===== src/rtl/fetch_sequencer_if.sv =====
`default_nettype none
// ============================================================================
// fetch_sequencer_if : fetch-stage handshake bundle (imem, hazard, EX, IF/ID)
// Revision 1.0
// ============================================================================
interface fetch_sequencer_if #(
  parameter int PC_W = 32
);
  logic            imem_req;
  logic            imem_ack;
  logic            stall;
  logic            redirect;
  logic [PC_W-1:0] redirect_pc;
  logic            halt;
  logic            resume;
  logic [PC_W-1:0] pc;
  logic            fetch_valid;
  logic [PC_W-1:0] fetch_pc;
  logic            flush;
  logic            halted;
  logic [31:0]     fetch_count;
  logic [31:0]     stall_count;

  // The sequencer side drives the fetch address, IF/ID controls and counters.
  modport master (
    output imem_req, pc, fetch_valid, fetch_pc, flush, halted,
           fetch_count, stall_count,
    input  imem_ack, stall, redirect, redirect_pc, halt, resume
  );

  modport slave (
    input  imem_req, pc, fetch_valid, fetch_pc, flush, halted,
           fetch_count, stall_count,
    output imem_ack, stall, redirect, redirect_pc, halt, resume
  );
endinterface
`default_nettype wire


===== src/rtl/fetch_sequencer.sv =====
`default_nettype none
// ============================================================================
// fetch_sequencer : PC sequencing, imem fetch handshake, redirect flush, halt
// Revision 1.0
// ============================================================================
module fetch_sequencer #(
  parameter int              PC_W         = 32,
  parameter logic [PC_W-1:0] RESET_PC     = '0,
  parameter int              FLUSH_CYCLES = 2
) (
  input  wire logic         clk,
  input  wire logic         reset,
  fetch_sequencer_if.master bus
);

  typedef enum logic [1:0] {
    ST_BOOT  = 2'd0,
    ST_FETCH = 2'd1,
    ST_FLUSH = 2'd2,
    ST_HALT  = 2'd3
  } state_t;

  // Counter holds remaining flush cycles minus one, so 0 means "last one".
  localparam logic [3:0] FLUSH_LOAD = 4'(FLUSH_CYCLES - 1);

  state_t          state_q, state_d;
  logic [PC_W-1:0] pc_q, pc_d;
  logic [PC_W-1:0] fetch_pc_q, fetch_pc_d;
  logic            imem_req_q, imem_req_d;
  logic            fetch_valid_q, fetch_valid_d;
  logic            flush_q, flush_d;
  logic            halted_q, halted_d;
  logic [31:0]     fetch_count_q, fetch_count_d;
  logic [31:0]     stall_count_q, stall_count_d;
  logic [3:0]      flush_cnt_q, flush_cnt_d;

  always_comb begin
    state_d       = state_q;
    pc_d          = pc_q;
    fetch_pc_d    = fetch_pc_q;
    imem_req_d    = imem_req_q;
    fetch_valid_d = 1'b0;
    flush_d       = flush_q;
    halted_d      = halted_q;
    fetch_count_d = fetch_count_q;
    stall_count_d = stall_count_q;
    flush_cnt_d   = flush_cnt_q;

    case (state_q)
      ST_BOOT: begin
        state_d    = ST_FETCH;
        imem_req_d = 1'b1;
      end

      ST_FETCH: begin
        if (bus.redirect) begin
          // Any concurrent ack is dropped: the fetched word is on the wrong path.
          state_d     = ST_FLUSH;
          pc_d        = bus.redirect_pc;
          imem_req_d  = 1'b0;
          flush_d     = 1'b1;
          flush_cnt_d = FLUSH_LOAD;
        end else if (bus.halt) begin
          state_d    = ST_HALT;
          imem_req_d = 1'b0;
          halted_d   = 1'b1;
        end else if (imem_req_q && bus.imem_ack) begin
          if (bus.stall) begin
            stall_count_d = stall_count_q + 32'd1;
          end else begin
            fetch_valid_d = 1'b1;
            fetch_pc_d    = pc_q;
            pc_d          = pc_q + {{(PC_W-1){1'b0}}, 1'b1};
            fetch_count_d = fetch_count_q + 32'd1;
          end
        end
      end

      ST_FLUSH: begin
        if (bus.redirect) begin
          pc_d        = bus.redirect_pc;
          flush_cnt_d = FLUSH_LOAD;
        end else if (flush_cnt_q == 4'd0) begin
          state_d    = ST_FETCH;
          imem_req_d = 1'b1;
          flush_d    = 1'b0;
        end else begin
          flush_cnt_d = flush_cnt_q - 4'd1;
        end
      end

      ST_HALT: begin
        // Redirect wins over resume so a pending branch is never lost.
        if (bus.redirect) begin
          state_d     = ST_FLUSH;
          pc_d        = bus.redirect_pc;
          halted_d    = 1'b0;
          flush_d     = 1'b1;
          flush_cnt_d = FLUSH_LOAD;
        end else if (bus.resume) begin
          state_d    = ST_FETCH;
          halted_d   = 1'b0;
          imem_req_d = 1'b1;
        end
      end

      default: begin
        state_d = ST_BOOT;
      end
    endcase
  end

  always_ff @(posedge clk) begin
    if (reset) begin
      state_q       <= ST_BOOT;
      pc_q          <= RESET_PC;
      fetch_pc_q    <= '0;
      imem_req_q    <= 1'b0;
      fetch_valid_q <= 1'b0;
      flush_q       <= 1'b0;
      halted_q      <= 1'b0;
      fetch_count_q <= 32'd0;
      stall_count_q <= 32'd0;
      flush_cnt_q   <= 4'd0;
    end else begin
      state_q       <= state_d;
      pc_q          <= pc_d;
      fetch_pc_q    <= fetch_pc_d;
      imem_req_q    <= imem_req_d;
      fetch_valid_q <= fetch_valid_d;
      flush_q       <= flush_d;
      halted_q      <= halted_d;
      fetch_count_q <= fetch_count_d;
      stall_count_q <= stall_count_d;
      flush_cnt_q   <= flush_cnt_d;
    end
  end

  assign bus.imem_req    = imem_req_q;
  assign bus.pc          = pc_q;
  assign bus.fetch_valid = fetch_valid_q;
  assign bus.fetch_pc    = fetch_pc_q;
  assign bus.flush       = flush_q;
  assign bus.halted      = halted_q;
  assign bus.fetch_count = fetch_count_q;
  assign bus.stall_count = stall_count_q;

endmodule
`default_nettype wire


===== src/flat_wrapper.sv =====
// flat-port wrapper written by rule: the top's interface ports become plain ports
module fetch_sequencer_flat 
#(
  parameter int              PC_W         = 32,
  parameter logic [PC_W-1:0] RESET_PC     = '0,
  parameter int              FLUSH_CYCLES = 2
)
  (clk, reset, bus_imem_req, bus_pc, bus_fetch_valid, bus_fetch_pc, bus_flush, bus_halted, bus_fetch_count, bus_stall_count, bus_imem_ack, bus_stall, bus_redirect, bus_redirect_pc, bus_halt, bus_resume);
  fetch_sequencer_if #(.PC_W(PC_W)) bus_i ();
  input  wire logic clk;
  input  wire logic reset;
  output wire logic [$bits(bus_i.imem_req)-1:0] bus_imem_req;
  output wire logic [$bits(bus_i.pc)-1:0] bus_pc;
  output wire logic [$bits(bus_i.fetch_valid)-1:0] bus_fetch_valid;
  output wire logic [$bits(bus_i.fetch_pc)-1:0] bus_fetch_pc;
  output wire logic [$bits(bus_i.flush)-1:0] bus_flush;
  output wire logic [$bits(bus_i.halted)-1:0] bus_halted;
  output wire logic [$bits(bus_i.fetch_count)-1:0] bus_fetch_count;
  output wire logic [$bits(bus_i.stall_count)-1:0] bus_stall_count;
  input wire logic [$bits(bus_i.imem_ack)-1:0] bus_imem_ack;
  input wire logic [$bits(bus_i.stall)-1:0] bus_stall;
  input wire logic [$bits(bus_i.redirect)-1:0] bus_redirect;
  input wire logic [$bits(bus_i.redirect_pc)-1:0] bus_redirect_pc;
  input wire logic [$bits(bus_i.halt)-1:0] bus_halt;
  input wire logic [$bits(bus_i.resume)-1:0] bus_resume;
  assign bus_imem_req = bus_i.imem_req;
  assign bus_pc = bus_i.pc;
  assign bus_fetch_valid = bus_i.fetch_valid;
  assign bus_fetch_pc = bus_i.fetch_pc;
  assign bus_flush = bus_i.flush;
  assign bus_halted = bus_i.halted;
  assign bus_fetch_count = bus_i.fetch_count;
  assign bus_stall_count = bus_i.stall_count;
  assign bus_i.imem_ack = bus_imem_ack;
  assign bus_i.stall = bus_stall;
  assign bus_i.redirect = bus_redirect;
  assign bus_i.redirect_pc = bus_redirect_pc;
  assign bus_i.halt = bus_halt;
  assign bus_i.resume = bus_resume;
  fetch_sequencer #(.PC_W(PC_W), .RESET_PC(RESET_PC), .FLUSH_CYCLES(FLUSH_CYCLES)) u_core (.clk(clk), .reset(reset), .bus(bus_i));
endmodule

===== config.mk =====
export PLATFORM = sky130hd
export DESIGN_NAME = fetch_sequencer_flat
export DESIGN_NICKNAME = d
export VERILOG_FILES = /design/src/rtl/fetch_sequencer_if.sv /design/src/rtl/fetch_sequencer.sv /design/src/flat_wrapper.sv
export SDC_FILE = /design/constraint.sdc
export NUM_CORES = 1
export LEC_CHECK = 0
export ABC_CLOCK_PERIOD_IN_PS = 2450
export BUFFER_PORTS_ARGS = -buffer_cell sky130_fd_sc_hd__buf_2
export CAP_MARGIN = 0
export CORE_UTILIZATION = 35
export CTS_CLUSTER_SIZE = 20
export DETAILED_ROUTE_END_ITERATION = 10
export GPL_TIMING_DRIVEN = 0
export PLACE_DENSITY_LB_ADDON = 0.2
export SLEW_MARGIN = 20
export SYNTH_ARGS = -nofsm -noshare
export SYNTH_HDL_FRONTEND = slang
export SYNTH_SLANG_ARGS = --single-unit

===== constraint.sdc =====
create_clock -name clk -period 2.45 [get_ports clk]
set_input_delay 0.245 -clock clk [delete_from_list [all_inputs] [get_ports clk]]
set_output_delay 0.245 -clock clk [all_outputs]
set_load 0.05 [all_outputs]

==> qor.txt <==
Status: complete, no violations
Clock latency at the later pin of the worst-skew pair: 430 ps
Die Y: 140 um
Clock buffer depth: 2
Slew Limit Fails: 0
Register area share after synthesis: 41.5%
H-tree Lvls: 4
TritonCTS clock tree: built
GPL Wtd Cong: 0.837
Largest net degree at the start of global routing: 17
CP peak stage delay: 540 ps
Finished Layout Cells: 1281
Antenna-violating nets left: 0
Num Clock Sinks: 138
Synth async-reset ratio: 0%
PwrDens: 680 nW/um2
Netlist cell types: 60
Worst setup EP type: flip-flop
Worst Skew: 12.6 ps
Synth-to-layout area growth: 26.5%
Clk root buf: clkbuf_16
Final core occ: 45.1%
Critical Path RT: 2800 ps
CP Class: flip-flop to flip-flop
Routed wire per std cell: 17.3 um
Vias in the first global route: 6325
Worst R2R Path Depth: 7
Iteration-0 DRC Markers: 439
GRT Util Overall: 22.8%
Routed Wire Length: 22200 um
Syn avg cell area: 7.88 um2
Relative slew slack: 51.8%
Diodes inserted: 0
Hold Path End: u_core.bus.pc[25]
Synth Cell Area: 6650 um2
Layout cells sized above 1: 22.1%
GR Overflow Total: 0
CP cell instances: ha_2, nand4_1, or4_1, or2_1, clkbuf_1, or4_1, a31oi_1
FMAX: 421 MHz
Min-delay src: bus_redirect_pc[25]
R2r endpoint: u_core.bus.pc[28]
Core Region: 18600 um2
Dpl hpwl: 16100 um
Arr. time, crit path: 2720 ps
Total iterations of the first detailed-routing run: 5
Worst hold slack: 86.5 ps
Synth Register Bits: 138
Row count: 50
Hold Vio Cnt, Final: 0
Vias per cell: 5.43
Crit start category: flip-flop
Cells after DPL: 1247
PortBufs: 169
Via count: 6952
Die ar.: 19600 um2
Fin crit share: 97.0%
Worst R2R Start: u_core.bus.pc[0]
Slowest cell on crit path: or4_1
Most used DFF post-synth: dfxtp_1
Max VDD drop: 0.506 mV
CTS buffer count: 17
Post-layout nets: 1078
Leak: 0.00318 uW
DR DRC count: 0
Initial antenna violation count: 0
EDFF count, synth: 0
I/O pins: 171
Minimum clock period: 2380 ps
Worst Hold Path Cells: 3
Mapped Nets: 888
Initial core utilization: 35.7%
Slew @ Worst Pin: 720 ps
First-pass GRT wire length: 34700 um
Clk pin slew, worst setup/hold paths: 70 ps
Post-Synthesis Cells: 844
CP max FO: 7
Die W: 140 um
Synth warnings: 0
Most frequent CP cell: or4_1
Hold Path Class: primary input to flip-flop
Max cap viols: 0
Final setup violation count: 0
Area post-placement: 7790 um2
Worst R2R Setup Slack: 70 ps
Finished Cell Area: 8420 um2
==> worst max-delay path by stage <==
stage / end / start / cells past startpoint / slack (ps)
after global routing: u_core.bus.pc[1] / u_core.state_q[1] / 7 / -30
final: u_core.bus.pc[28] / u_core.bus.pc[0] / 7 / 70
after detailed placement: u_core.bus.stall_count[31] / u_core.state_q[1] / 6 / -90
after global placement: u_core.bus.pc[2] / bus_halt / 8 / -50
after floorplan: u_core.bus.fetch_count[22] / u_core.bus.fetch_count[2] / 6 / 20
after CTS: u_core.bus.pc[2] / u_core.bus.imem_req / 7 / 20
==> through the flow <==
| step | setup TNS [ps] | power, uW | setup WS [ps] |
|---|---|---|---|
| after floorplan | 0 | 2910 | 16.2 |
| after global placement | -122 | 3150 | -50.7 |
| after detailed placement | -202 | 3150 | -91.1 |
| after CTS | 0 | 5760 | 22.1 |
| after global routing | -33.6 | 5930 | -33.6 |
| final | 0 | 5730 | 73.2 |
==> what timing repair did <==
item	CTS	global route
hold buffers	0	0
setup buffers	1	1
gates resized for setup	1	6
pin swaps	1	1
gates cloned	0	0
setup endpoints to repair	4	43
==> kinds of logic (layout without fill, tap and decap cells) <==
logic type / after synthesis / count (layout) / share of synthesized area [%]
AOI/OAI and AO/OA: 181 / 181 / 16.1
xor gates and xnor gates: 45 / 45 / 5.92
muxes: 6 / 6 / 0.922
adders and majority gates: 5 / 5 / 0.940
DFF: 138 / 138 / 41.5
and+or+nand+nor: 390 / 390 / 30.0
buffers and inverters: 79 / 282 / 4.63
==> layout by cell type (no fill, tap or decap), types with 26 or more instances in the layout <==
| cell type | count |
|---|---|
| buf_2 | 170 |
| dfxtp_1 | 135 |
| nand2_1 | 126 |
| a21oi_1 | 82 |
| nor2_1 | 77 |
| clkbuf_1 | 46 |
| xnor2_1 | 37 |
| o21ai_0 | 35 |
| nand3_1 | 32 |
| nand4_1 | 27 |
| nor4_1 | 26 |
==> critical path, delay by kind of cell, from the launching register on <==
kind / cells / cell delay (ps)
buf+inv: 1 / 190
compound gates: 1 / 170
simple gates: 4 / 1320
fa+ha+maj: 1 / 240
flops: 1 / 400
==> per-layer routing <==
metal | up-vias | GRT usage, % | routed length, um
li1 | 3404 | - | -
met1 | 3279 | 30.9 | 10400
met2 | 245 | 37.0 | 10300
met3 | 24 | 4.75 | 1220
met4 | 0 | 5.49 | 233
met5 | - | 0 | 0
==> synth_stat cells (2+ instances only) <==
cell type    n  area share [%]
a211oi_1    11             1.2
a21o_1       4            0.45
a21oi_1     82             6.2
a22oi_1      2            0.23
a2bb2oi_1    2            0.26
a311oi_1     2            0.26
a31oi_1      8            0.75
a32o_1       2            0.30
and2_1       9            0.85
and3_1      11             1.0
and4_1      11             1.4
buf_1        2            0.11
clkbuf_1    49             2.8
clkbuf_2     2            0.15
dfxtp_1    138              42
ha_1         5            0.94
inv_1       23             1.3
mux2i_1      5            0.75
nand2_1    126             7.1
nand2b_1     2            0.19
nand3_1     32             2.4
nand4_1     27             2.5
nand4bb_1    2            0.34
nor2_1      77             4.3
nor3_1      23             1.7
nor3b_1      2            0.23
nor4_1      26             2.4
o211ai_1     4            0.45
o21a_1       2            0.23
o21ai_0     35             2.6
o22ai_1      5            0.47
o31ai_1     12             1.4
o32ai_1      4            0.53
or2_2        4            0.38
or3_1       19             1.8
or4_1        7            0.79
xnor2_1     37             4.9
xor2_1       8             1.1
==> cell type report <==
class                      instances  area [um2]
clock buffer                      19         453
timing repair buffer             171         861
clock inverter                    13         144
sequential                       138        2770
tap                              234         293
buffer                            55         221
fill                            1977       10200
multi-input combinational        627        3590
inverter                          24        90.1
==> registers in the layout, indices dropped and copies added (netlist names) <==
register,count
u_core.bus.fetch_count,32
u_core.bus.fetch_pc,32
u_core.bus.fetch_valid,1
u_core.bus.flush,1
u_core.bus.halted,1
u_core.bus.imem_req,1
u_core.bus.pc,32
u_core.bus.stall_count,32
u_core.flush_cnt_q,4
u_core.state_q,2
==> power breakdown <==
part | total (uW) | internal, uW | switching [uW]
Combinational | 707 | 193 | 515
Clock | 2610 | 1560 | 1050
Sequential | 2410 | 2310 | 103
Power figures use the tool's default switching activity.
